===== src/rtl/core_pkg.sv =====
// Shared widths, constants and state encoding for the fetch slice.
package core_pkg;

  localparam int unsigned INST_W = 32;
  localparam int unsigned ADDR_W = 32;

  localparam logic [INST_W-1:0] NOP = 32'h0000_0013;

  typedef enum logic [1:0] {
    StBoot,
    StRun,
    StTrap
  } fetch_state_e;

  // Sequential word address; wraps silently at the top of the address space.
  function automatic logic [ADDR_W-1:0] pc_inc(input logic [ADDR_W-1:0] pc);
    return pc + 32'd4;
  endfunction

endpackage


===== src/rtl/fetch_if.sv =====
// Fetch-side bundle: imem request/response, decode handoff and redirect from execute.
interface fetch_if;
  import core_pkg::*;

  logic              imem_req;
  logic [ADDR_W-1:0] imem_addr;
  logic              imem_gnt;
  logic              imem_rvalid;
  logic [INST_W-1:0] imem_rdata;

  logic [INST_W-1:0] inst;
  logic [ADDR_W-1:0] inst_pc;
  logic              inst_valid;
  logic              inst_ready;

  logic              redirect;
  logic [ADDR_W-1:0] redirect_pc;
  logic              fetch_trap;

  modport master (
    output imem_req, imem_addr, inst, inst_pc, inst_valid, fetch_trap,
    input  imem_gnt, imem_rvalid, imem_rdata, inst_ready, redirect, redirect_pc
  );

  modport slave (
    input  imem_req, imem_addr, inst, inst_pc, inst_valid, fetch_trap,
    output imem_gnt, imem_rvalid, imem_rdata, inst_ready, redirect, redirect_pc
  );

endinterface


===== src/rtl/fetch_fifo.sv =====
// Two-entry response buffer with same-cycle push/pop and a synchronous flush.
module fetch_fifo #(
  parameter int unsigned Width = 64
) (
  input  logic             clk_i,
  input  logic             rst_i,
  input  logic             flush_i,
  input  logic             push_i,
  input  logic [Width-1:0] wdata_i,
  input  logic             pop_i,
  output logic [Width-1:0] rdata_o,
  output logic             empty_o,
  output logic [1:0]       count_o
);

  logic [Width-1:0] mem_q [2];
  logic [Width-1:0] mem_d [2];
  logic             wr_ptr_q, wr_ptr_d;
  logic             rd_ptr_q, rd_ptr_d;
  logic [1:0]       count_q, count_d;
  logic             do_push, do_pop;

  always_comb begin
    mem_d    = mem_q;
    wr_ptr_d = wr_ptr_q;
    rd_ptr_d = rd_ptr_q;
    count_d  = count_q;
    do_pop   = pop_i & (count_q != 2'd0);
    // When full, the slot freed by the pop is the one the push lands in.
    do_push  = push_i & ((count_q != 2'd2) | do_pop);
    if (flush_i) begin
      wr_ptr_d = 1'b0;
      rd_ptr_d = 1'b0;
      count_d  = 2'd0;
    end else begin
      if (do_push) begin
        mem_d[wr_ptr_q] = wdata_i;
        wr_ptr_d        = ~wr_ptr_q;
      end
      if (do_pop) begin
        rd_ptr_d = ~rd_ptr_q;
      end
      count_d = count_q + {1'b0, do_push} - {1'b0, do_pop};
    end
  end

  always_ff @(posedge clk_i) begin
    if (rst_i) begin
      mem_q    <= '{default: '0};
      wr_ptr_q <= 1'b0;
      rd_ptr_q <= 1'b0;
      count_q  <= 2'd0;
    end else begin
      mem_q    <= mem_d;
      wr_ptr_q <= wr_ptr_d;
      rd_ptr_q <= rd_ptr_d;
      count_q  <= count_d;
    end
  end

  assign rdata_o = mem_q[rd_ptr_q];
  assign empty_o = (count_q == 2'd0);
  assign count_o = count_q;

endmodule


===== src/rtl/fetch.sv =====
// Instruction fetch: in-order imem requests, response buffering, redirect with stale drop.
// Define FETCH_MISALIGN_TRAP_EN to trap on misaligned redirect targets instead of masking them.
module fetch
  import core_pkg::*;
#(
  parameter logic [ADDR_W-1:0] RESET_PC        = 32'h0000_0000,
  parameter int unsigned       MAX_OUTSTANDING = 2
) (
  input logic     clk,
  input logic     rst,
  fetch_if.master bus
);

  localparam logic [1:0] MaxOut = 2'(MAX_OUTSTANDING);

  fetch_state_e      state_q, state_d;
  logic [ADDR_W-1:0] fetch_pc_q, fetch_pc_d;
  logic [ADDR_W-1:0] resp_pc_q, resp_pc_d;
  logic [1:0]        outstanding_q, outstanding_d;
  logic [1:0]        drop_cnt_q, drop_cnt_d;

  logic                     grant, push, pop, flush, misaligned, fifo_empty;
  logic [ADDR_W-1:0]        target_pc;
  logic [1:0]               fifo_count;
  logic [ADDR_W+INST_W-1:0] fifo_rdata;

`ifdef FETCH_MISALIGN_TRAP_EN
  assign target_pc  = bus.redirect_pc;
  assign misaligned = bus.redirect & (bus.redirect_pc[1:0] != 2'b00);
`else
  assign target_pc  = bus.redirect_pc & ~32'h3;
  assign misaligned = 1'b0;
`endif

  // Requests only when every in-flight response is sure of a buffer slot.
  assign bus.imem_req  = (state_q == StRun) && (outstanding_q < MaxOut) &&
                         (({1'b0, outstanding_q} + {1'b0, fifo_count}) < 3'd2);
  assign bus.imem_addr = fetch_pc_q;

  assign flush = bus.redirect;
  assign grant = bus.imem_req & bus.imem_gnt;
  assign pop   = bus.inst_valid & bus.inst_ready & ~flush;
  assign push  = bus.imem_rvalid & (drop_cnt_q == 2'd0) & ~flush;

  always_comb begin
    state_d       = state_q;
    fetch_pc_d    = fetch_pc_q;
    resp_pc_d     = resp_pc_q;
    outstanding_d = outstanding_q + {1'b0, grant} - {1'b0, bus.imem_rvalid};
    drop_cnt_d    = drop_cnt_q;

    if (grant) fetch_pc_d = pc_inc(fetch_pc_q);
    if (push)  resp_pc_d  = pc_inc(resp_pc_q);

    if (bus.redirect) begin
      // Everything still in flight after this edge, including this cycle's grant, is stale.
      drop_cnt_d = outstanding_d;
      if (!misaligned) begin
        fetch_pc_d = target_pc;
        resp_pc_d  = target_pc;
      end
    end else if (bus.imem_rvalid && (drop_cnt_q != 2'd0)) begin
      drop_cnt_d = drop_cnt_q - 2'd1;
    end

    case (state_q)
      StBoot:  state_d = misaligned ? StTrap : StRun;
      StRun:   if (misaligned) state_d = StTrap;
      StTrap:  if (bus.redirect && !misaligned) state_d = StRun;
      default: state_d = StBoot;
    endcase
  end

  always_ff @(posedge clk) begin
    if (rst) begin
      state_q       <= StBoot;
      fetch_pc_q    <= RESET_PC;
      resp_pc_q     <= RESET_PC;
      outstanding_q <= 2'd0;
      drop_cnt_q    <= 2'd0;
    end else begin
      state_q       <= state_d;
      fetch_pc_q    <= fetch_pc_d;
      resp_pc_q     <= resp_pc_d;
      outstanding_q <= outstanding_d;
      drop_cnt_q    <= drop_cnt_d;
    end
  end

  fetch_fifo #(
    .Width(ADDR_W + INST_W)
  ) u_fifo (
    .clk_i   (clk),
    .rst_i   (rst),
    .flush_i (flush),
    .push_i  (push),
    .wdata_i ({resp_pc_q, bus.imem_rdata}),
    .pop_i   (pop),
    .rdata_o (fifo_rdata),
    .empty_o (fifo_empty),
    .count_o (fifo_count)
  );

  assign bus.inst_valid = ~fifo_empty;
  assign bus.inst       = fifo_rdata[INST_W-1:0];
  assign bus.inst_pc    = fifo_rdata[ADDR_W+INST_W-1:INST_W];
  assign bus.fetch_trap = (state_q == StTrap);

endmodule


===== src/flat_wrapper.sv =====
// flat-port wrapper written by rule: the top's interface ports become plain ports
module fetch_flat import core_pkg::*;
#(
  parameter logic [ADDR_W-1:0] RESET_PC        = 32'h0000_0000,
  parameter int unsigned       MAX_OUTSTANDING = 2
)
  (clk, rst, bus_imem_req, bus_imem_addr, bus_inst, bus_inst_pc, bus_inst_valid, bus_fetch_trap, bus_imem_gnt, bus_imem_rvalid, bus_imem_rdata, bus_inst_ready, bus_redirect, bus_redirect_pc);
  fetch_if bus_i ();
  input logic clk;
  input logic rst;
  output wire logic [$bits(bus_i.imem_req)-1:0] bus_imem_req;
  output wire logic [$bits(bus_i.imem_addr)-1:0] bus_imem_addr;
  output wire logic [$bits(bus_i.inst)-1:0] bus_inst;
  output wire logic [$bits(bus_i.inst_pc)-1:0] bus_inst_pc;
  output wire logic [$bits(bus_i.inst_valid)-1:0] bus_inst_valid;
  output wire logic [$bits(bus_i.fetch_trap)-1:0] bus_fetch_trap;
  input wire logic [$bits(bus_i.imem_gnt)-1:0] bus_imem_gnt;
  input wire logic [$bits(bus_i.imem_rvalid)-1:0] bus_imem_rvalid;
  input wire logic [$bits(bus_i.imem_rdata)-1:0] bus_imem_rdata;
  input wire logic [$bits(bus_i.inst_ready)-1:0] bus_inst_ready;
  input wire logic [$bits(bus_i.redirect)-1:0] bus_redirect;
  input wire logic [$bits(bus_i.redirect_pc)-1:0] bus_redirect_pc;
  assign bus_imem_req = bus_i.imem_req;
  assign bus_imem_addr = bus_i.imem_addr;
  assign bus_inst = bus_i.inst;
  assign bus_inst_pc = bus_i.inst_pc;
  assign bus_inst_valid = bus_i.inst_valid;
  assign bus_fetch_trap = bus_i.fetch_trap;
  assign bus_i.imem_gnt = bus_imem_gnt;
  assign bus_i.imem_rvalid = bus_imem_rvalid;
  assign bus_i.imem_rdata = bus_imem_rdata;
  assign bus_i.inst_ready = bus_inst_ready;
  assign bus_i.redirect = bus_redirect;
  assign bus_i.redirect_pc = bus_redirect_pc;
  fetch #(.RESET_PC(RESET_PC), .MAX_OUTSTANDING(MAX_OUTSTANDING)) u_core (.clk(clk), .rst(rst), .bus(bus_i));
endmodule

===== config.mk =====
export PLATFORM = sky130hd
export DESIGN_NAME = fetch_flat
export DESIGN_NICKNAME = d
export VERILOG_FILES = /design/src/rtl/core_pkg.sv /design/src/rtl/fetch_if.sv /design/src/rtl/fetch_fifo.sv /design/src/rtl/fetch.sv /design/src/flat_wrapper.sv
export SDC_FILE = /design/constraint.sdc
export NUM_CORES = 1
export LEC_CHECK = 0
export CAP_MARGIN = 0
export CORE_MARGIN = 2
export CORE_UTILIZATION = 47
export CTS_CLUSTER_DIAMETER = 50
export DETAILED_ROUTE_END_ITERATION = 6
export MAX_ROUTING_LAYER = met4
export PLACE_DENSITY = 0.72
export SYNTH_ARGS = -nofsm -noshare
export SYNTH_HDL_FRONTEND = slang
export SYNTH_SLANG_ARGS = --single-unit

===== constraint.sdc =====
create_clock -name clk -period 2.45 [get_ports clk]
set_input_delay 0.49 -clock clk [delete_from_list [all_inputs] [get_ports clk]]
set_output_delay 0.49 -clock clk [all_outputs]
set_load 0.1 [all_outputs]

Yosys cells after proc, flatten, opt, wreduce, memory -nomap -nowiden
Cells that the tools add are included.
- logic and storage cells: 73
- flip-flop bits (word level): 202
- output and inout bits: 99
- input bits: 70
- $lt $le $gt $ge: 5
- add/subtract/negate cells: 8
- equality and inequality tests: 4
- muxes and demuxes: 14
- bitwise operators: 15
- reductions and logical operators: 15
- operators by type and width (cell ; number):
    64-bit two-way mux ; 4
    128-bit bitwise mux ; 1
    32-bit two-way mux ; 4
    32-bit by 3-bit adder with 32-bit output, second input constant ; 2
    64-bit demux with 1-bit select ; 1
    2-bit nonzero test ; 5
    1-bit bitwise AND ; 7
    2-bit zero test ; 3
    2-bit two-way mux ; 3
    2-bit case mux with 3 select lines ; 1
    1-bit NOT ; 5
    2-bit by 1-bit adder with 2-bit output ; 2
    2-bit greater-or-equal comparator, second input constant ; 2
    1-bit logical AND ; 4
    1-bit NOT with 2-bit output ; 2
    2-bit AND reduction ; 2
    2-bit by 1-bit subtractor with 2-bit output ; 2
    2-bit by 2-bit adder with 3-bit output ; 1
    3-bit by 2-bit < comparator with 1-bit output, second input constant ; 1
    2-bit by 1-bit == test with 1-bit output, second input constant ; 1
    2-bit == test, second input constant ; 1
    2-bit by 1-bit < comparator with 1-bit output, second input constant ; 1
    2-bit < comparator, second input constant ; 1
    2-bit by 1-bit != test with 1-bit output, second input constant ; 1
    4 further kinds ; 4

Depth between registers and ports, before layout
Gate-level depths: netlist of the first run.
- depth after elaboration: 9
- gate-level depth with buffers: 11
- gate-level depth less buffers: 11

Cells and area by module
A second synthesis of the first run with hierarchy kept.
- cells, all modules: 984
- area, all modules: 9709.3 um^2
- by module, submodules not included (module ; cells each ; times used ; seq. area each (um^2) ; area an instance (um^2)):
    fetch_fifo ; 581 ; 1 ; 2642.5 ; 6226.0
    fetch ; 403 ; 1 ; 1301.2 ; 3483.3

Least setup slack after synthesis of the first run
Ideal clock, no wire load.
- kind: flip-flop to flip-flop
- start: register u_core.u_fifo.count_q[0] (netlist: u_core.u_fifo.count_o[0])
- end: register u_core.fetch_pc_q[27] (netlist: u_core.bus.imem_addr[27])
- library setup time: 115 ps
- clock period less this slack: 3426 ps
- stages on the path, launching flop included: 8
- path buffers: 0
- data arrival time: 3311 ps
- setup slack: -976 ps
- required time: 2335 ps
- cell sequence: dfxtp_1 -> and2_1 -> fa_1 -> nor4b_4 -> nand2_1 -> or4b_1 -> xnor2_1 -> o21a_1
- longest elaborated chain between the ends: 5
- RTL lines (what ; line ; text):
    start, declared ; fetch_fifo.sv:20 ; logic [1:0] count_q, count_d;
    start signal, assigned ; fetch_fifo.sv:57 ; count_q <= count_d;
    2-bit by 2-bit adder with 3-bit output ; fetch.sv:37 ; (({1'b0, outstanding_q} + {1'b0, fifo_count}) < 3'd2);
    3-bit by 2-bit < comparator with 1-bit output ; fetch.sv:37 ;
    1-bit logical AND ; fetch.sv:36 ; assign bus.imem_req = (state_q == StRun) && (outstanding_q < MaxOut) &&
    net bus_imem_req ; flat_wrapper.sv:11 ; output wire logic [$bits(bus_i.imem_req)-1:0] bus_imem_req;
    1-bit bitwise AND ; fetch.sv:41 ; assign grant = bus.imem_req & bus.imem_gnt;
    2-bit nonzero test (no line) ; n/a ;
    end signal, assigned ; fetch.sv:83 ; fetch_pc_q <= fetch_pc_d;
    end, declared ; fetch.sv:17 ; logic [ADDR_W-1:0] fetch_pc_q, fetch_pc_d;
The timed path passes the listed nets, and every way through them passes these cells.
A chain may end at the register's enable or synchronous reset.

Worst setup path in the final report of the first run
- start: register u_core.outstanding_q[0]
- end: output bus_imem_req
- longest elaborated chain between the ends: 3
- elaborated cells between the ends (all ways): 5
- those cells by class: 1 x add/sub; 2 x order compare; 2 x reduce/logical
- RTL lines (what ; line ; text):
    start, declared ; fetch.sv:19 ; logic [1:0] outstanding_q, outstanding_d;
    start signal, assigned ; fetch.sv:85 ; outstanding_q <= outstanding_d;
    2-bit by 2-bit adder with 3-bit output or 2-bit < comparator (tied branches) ; fetch.sv:37, fetch.sv:36 ;
    3-bit by 2-bit < comparator with 1-bit output or 1-bit logical AND (tied branches) ; fetch.sv:37, fetch.sv:36 ;
    1-bit logical AND * ; fetch.sv:36 ;
    end, declared ; flat_wrapper.sv:11 ;
Every way passes the cells marked *; elsewhere a longest branch is shown, timed or not.

==> metrics.csv, run 1 <==
stage,metric,value,unit
run_status,status,finished with violations,
run_status,violations,"design-rule violations, negative setup slack",
drt,drt_first_iter_violations,511,
sta,fin_tns_setup,-0.0729,ns
finish,layout_commonest_cell,nand2_1,
global_route,grt_pass1_vias,7210,
global_route,grt_pass1_wl,36100,microns
worst_setup_path,cp-end-kind,primary output,
drt,detail-route-antenna-nets,0,
clocking,clock_path_buffers,2,
drt,highest_layer,met4,
global_route,grtUsageTotal,0.232,
finish,drive_gt1_frac,0.220,
synth,syn_area,8710,sq um
drt,dr_wl_met2,10300,microns
synth,syn_avg_cell_area,8.42,sq um
clocking,cts.sinks,193,
finish,area_growth,38.2,%
drt,drt_first_pass_iters,7,
run,cap_violations,0,
synth,yosysWarningCount,0,
finish,num_antenna_cells,0,
finish,fillers,1484,
synth,ys_seq_area_frac,0.444,
floorplanning,die-area,19600,sq um
synth,synth_top_flop_cell,dfxtp_1,
placement,gp_congestion,0.849,
worst_setup_path,path_max_fanout,2,
worst_setup_path,worstSetupPathType,flop to primary output,
sta,final_max_slew_viol_count,0,
synth,ys_ff_latch,193,
placement,dpl-instance-area,11300,sq um
finish,fin_area,12000,sq um
clocking,clockRootBuffer,clkbuf_16,
floorplanning,initial_core_util,0.482,
placement,numPortBuffers,161,
drt,drc_errors,20,
clocking,cts_tree,done,
power_and_ir_drop,peakVddDrop,452,uV
synth,syn_inst,1034,
finish,ff_latch_area,3870,sq um
finish,multi_input_area,4680,sq um
floorplanning,top_level_ports,169,
worst_setup_path,cp.arrival,2.03,ns
drt,viasPerCell,5.31,
sta,setup_viol,1,
clocking,cts.clk_slew.worst_paths,0.07,ns
sta,fin_crit_sh,1.03,
synth,synth-edff-count,0,
drt,routedWlPerCell,15.7,microns
clocking,numCtsBuffers,17,
worst_setup_path,required,1.96,ns
drt,num_vias,7569,
sta,skew,0.00831,ns
drt,routed_wl,22400,microns
synth,synth_cell_types,47,
sta,fmax,396,MHz
finish,layout_common_cells,"276 x nand2_1, 190 x dfxtp_1, 136 x a21oi_1, 70 x buf_12, 66 x clkdlybuf4s50_1",
clocking,clk_latency,0.43,ns
worst_setup_path,start_kind,flop,
finish,final_nets,1261,
sta,rsz0062_at_grt,true,
sta,worst_slack,-0.0729,ns
floorplanning,die_w,140,microns
power_and_ir_drop,power_density,716,nW/um^2
floorplanning,num_rows,49,
synth,synthArstFlopShare,0,
power_and_ir_drop,p_leak,4.41,nW
sta,final_hold_viol_count,0,
placement,dp_hpwl,14500,microns
sta,min_period,2.52,ns
sta,fin_hold_ws,0.383,ns
global_route,antenna_found_initial,0,
placement,pre_cts_ws,-0.00821,ns
finish,finish.utilization,0.666,
drt,dr_wl_met3,1120,microns
global_route,gr-total-overflow,0,
clocking,cts_hold_buf,0,
drt,met1_length,10700,microns
floorplanning,fp.dieH,140,microns
sta,maxSlewHeadroom,0.622,
hold_path,min_path_type,input port to flop,
sta,worst_slew_pin_slew,0.561,ns
floorplanning,core_area,18100,sq um
global_route,grt_max_degree,82,
clocking,cts-htree-levels,4,
kinds of logic after synthesis:
kind of cell / after synthesis / share of synthesized area
simple gates: 399 / 0.207
compound gates: 224 / 0.152
mux: 63 / 0.0813
buf+inv: 82 / 0.0396
xor+xnor: 64 / 0.0643
fa+ha+maj: 8 / 0.0124
other cells: 1 / 0.000430
flops: 193 / 0.444
synthesized netlist by cell type (all sizes together), types with 21 or more instances:
| master | number | area share |
|---|---|---|
| mux2 | 62 | 0.080 |
| xor2 | 35 | 0.035 |
| a21boi | 40 | 0.034 |
| dfxtp | 193 | 0.44 |
| nand2 | 278 | 0.12 |
| buf | 27 | 0.016 |
| clkbuf | 41 | 0.018 |
| nand4 | 23 | 0.019 |
| o21a | 21 | 0.018 |
| nor2 | 24 | 0.011 |
| a21oi | 136 | 0.078 |
| nand3 | 21 | 0.012 |
| xnor2 | 29 | 0.029 |
metrics by stage:
stage / std cells / total power, mW
final: 1425 / 8.61
after floorplan: 1038 / 4.92
after detailed placement: 1391 / 5.66
after global routing: 1425 / 8.94
after global placement: 1391 / 5.64
after CTS: 1425 / 8.64
routing by layer:
metal  global-route usage  up-vias
met5                    -        -
met1                0.316     3527
met3               0.0359       21
met2                0.363      224
li1                     -     3797
met4               0.0574        0
state kept, by name (all words and copies together), names as in the netlist:
signal	flops
u_core.bus.imem_addr	30
u_core.u_fifo.wr_ptr_q	1
u_core.u_fifo.mem_q	124
u_core.outstanding_q	2
u_core.resp_pc_q	30
u_core.drop_cnt_q	2
u_core.u_fifo.count_o	2
u_core.u_fifo.rd_ptr_q	1
u_core.state_q	1
worst paths after layout:
path	startpoint	end	slack, ns	cells after the start
worst max register to register	u_core.outstanding_q[0]	u_core.bus.imem_addr[27]	0.04	8
worst min-delay path	rst	u_core.outstanding_q[0]	0.38	2
worst min register to register	u_core.u_fifo.mem_q[53]	u_core.u_fifo.mem_q[53]	0.45	2
worst max-delay path	u_core.outstanding_q[0]	bus_imem_req	-0.07	5
layout make-up:
class                           count  share of cell area
Timing Repair Buffer              194               0.209
Clock buffer                       19              0.0376
Tap cell                          229              0.0238
Clock inverter                     13              0.0154
Sequential cell                   193               0.321
Inverter                           14             0.00437
Multi-Input combinational cell    763               0.389
report_power, final:
group,internal (mW),switching [mW]
Sequential,3.31,0.161
Combinational,0.769,1.41
Clock,1.76,1.20
Total,5.84,2.78
repair_timing:
| item | CTS | global route |
|---|---|---|
| endpoints found under the hold margin | 0 | 0 |
| gates resized for setup | 3 | 25 |
| pin swaps | 3 | 7 |
| buffers inserted | 2 | 0 |
| setup endpoints to repair | 2 | 19 |
critical path: stages, from the launching register on:
cell,delay (ns)
dfxtp_2,0.32
and2_4,0.15
fa_1,0.49
nor4b_4,0.29
buf_4,0.18
buf_12,0.16
Note: power is estimated with default switching activity, not from simulation.
==> run 2: changes to the inputs <==
- SLEW_MARGIN: default -> 25
==> results of run 2 <==
Same layout as run 1: the final DEF is identical, and so are final timing and power.
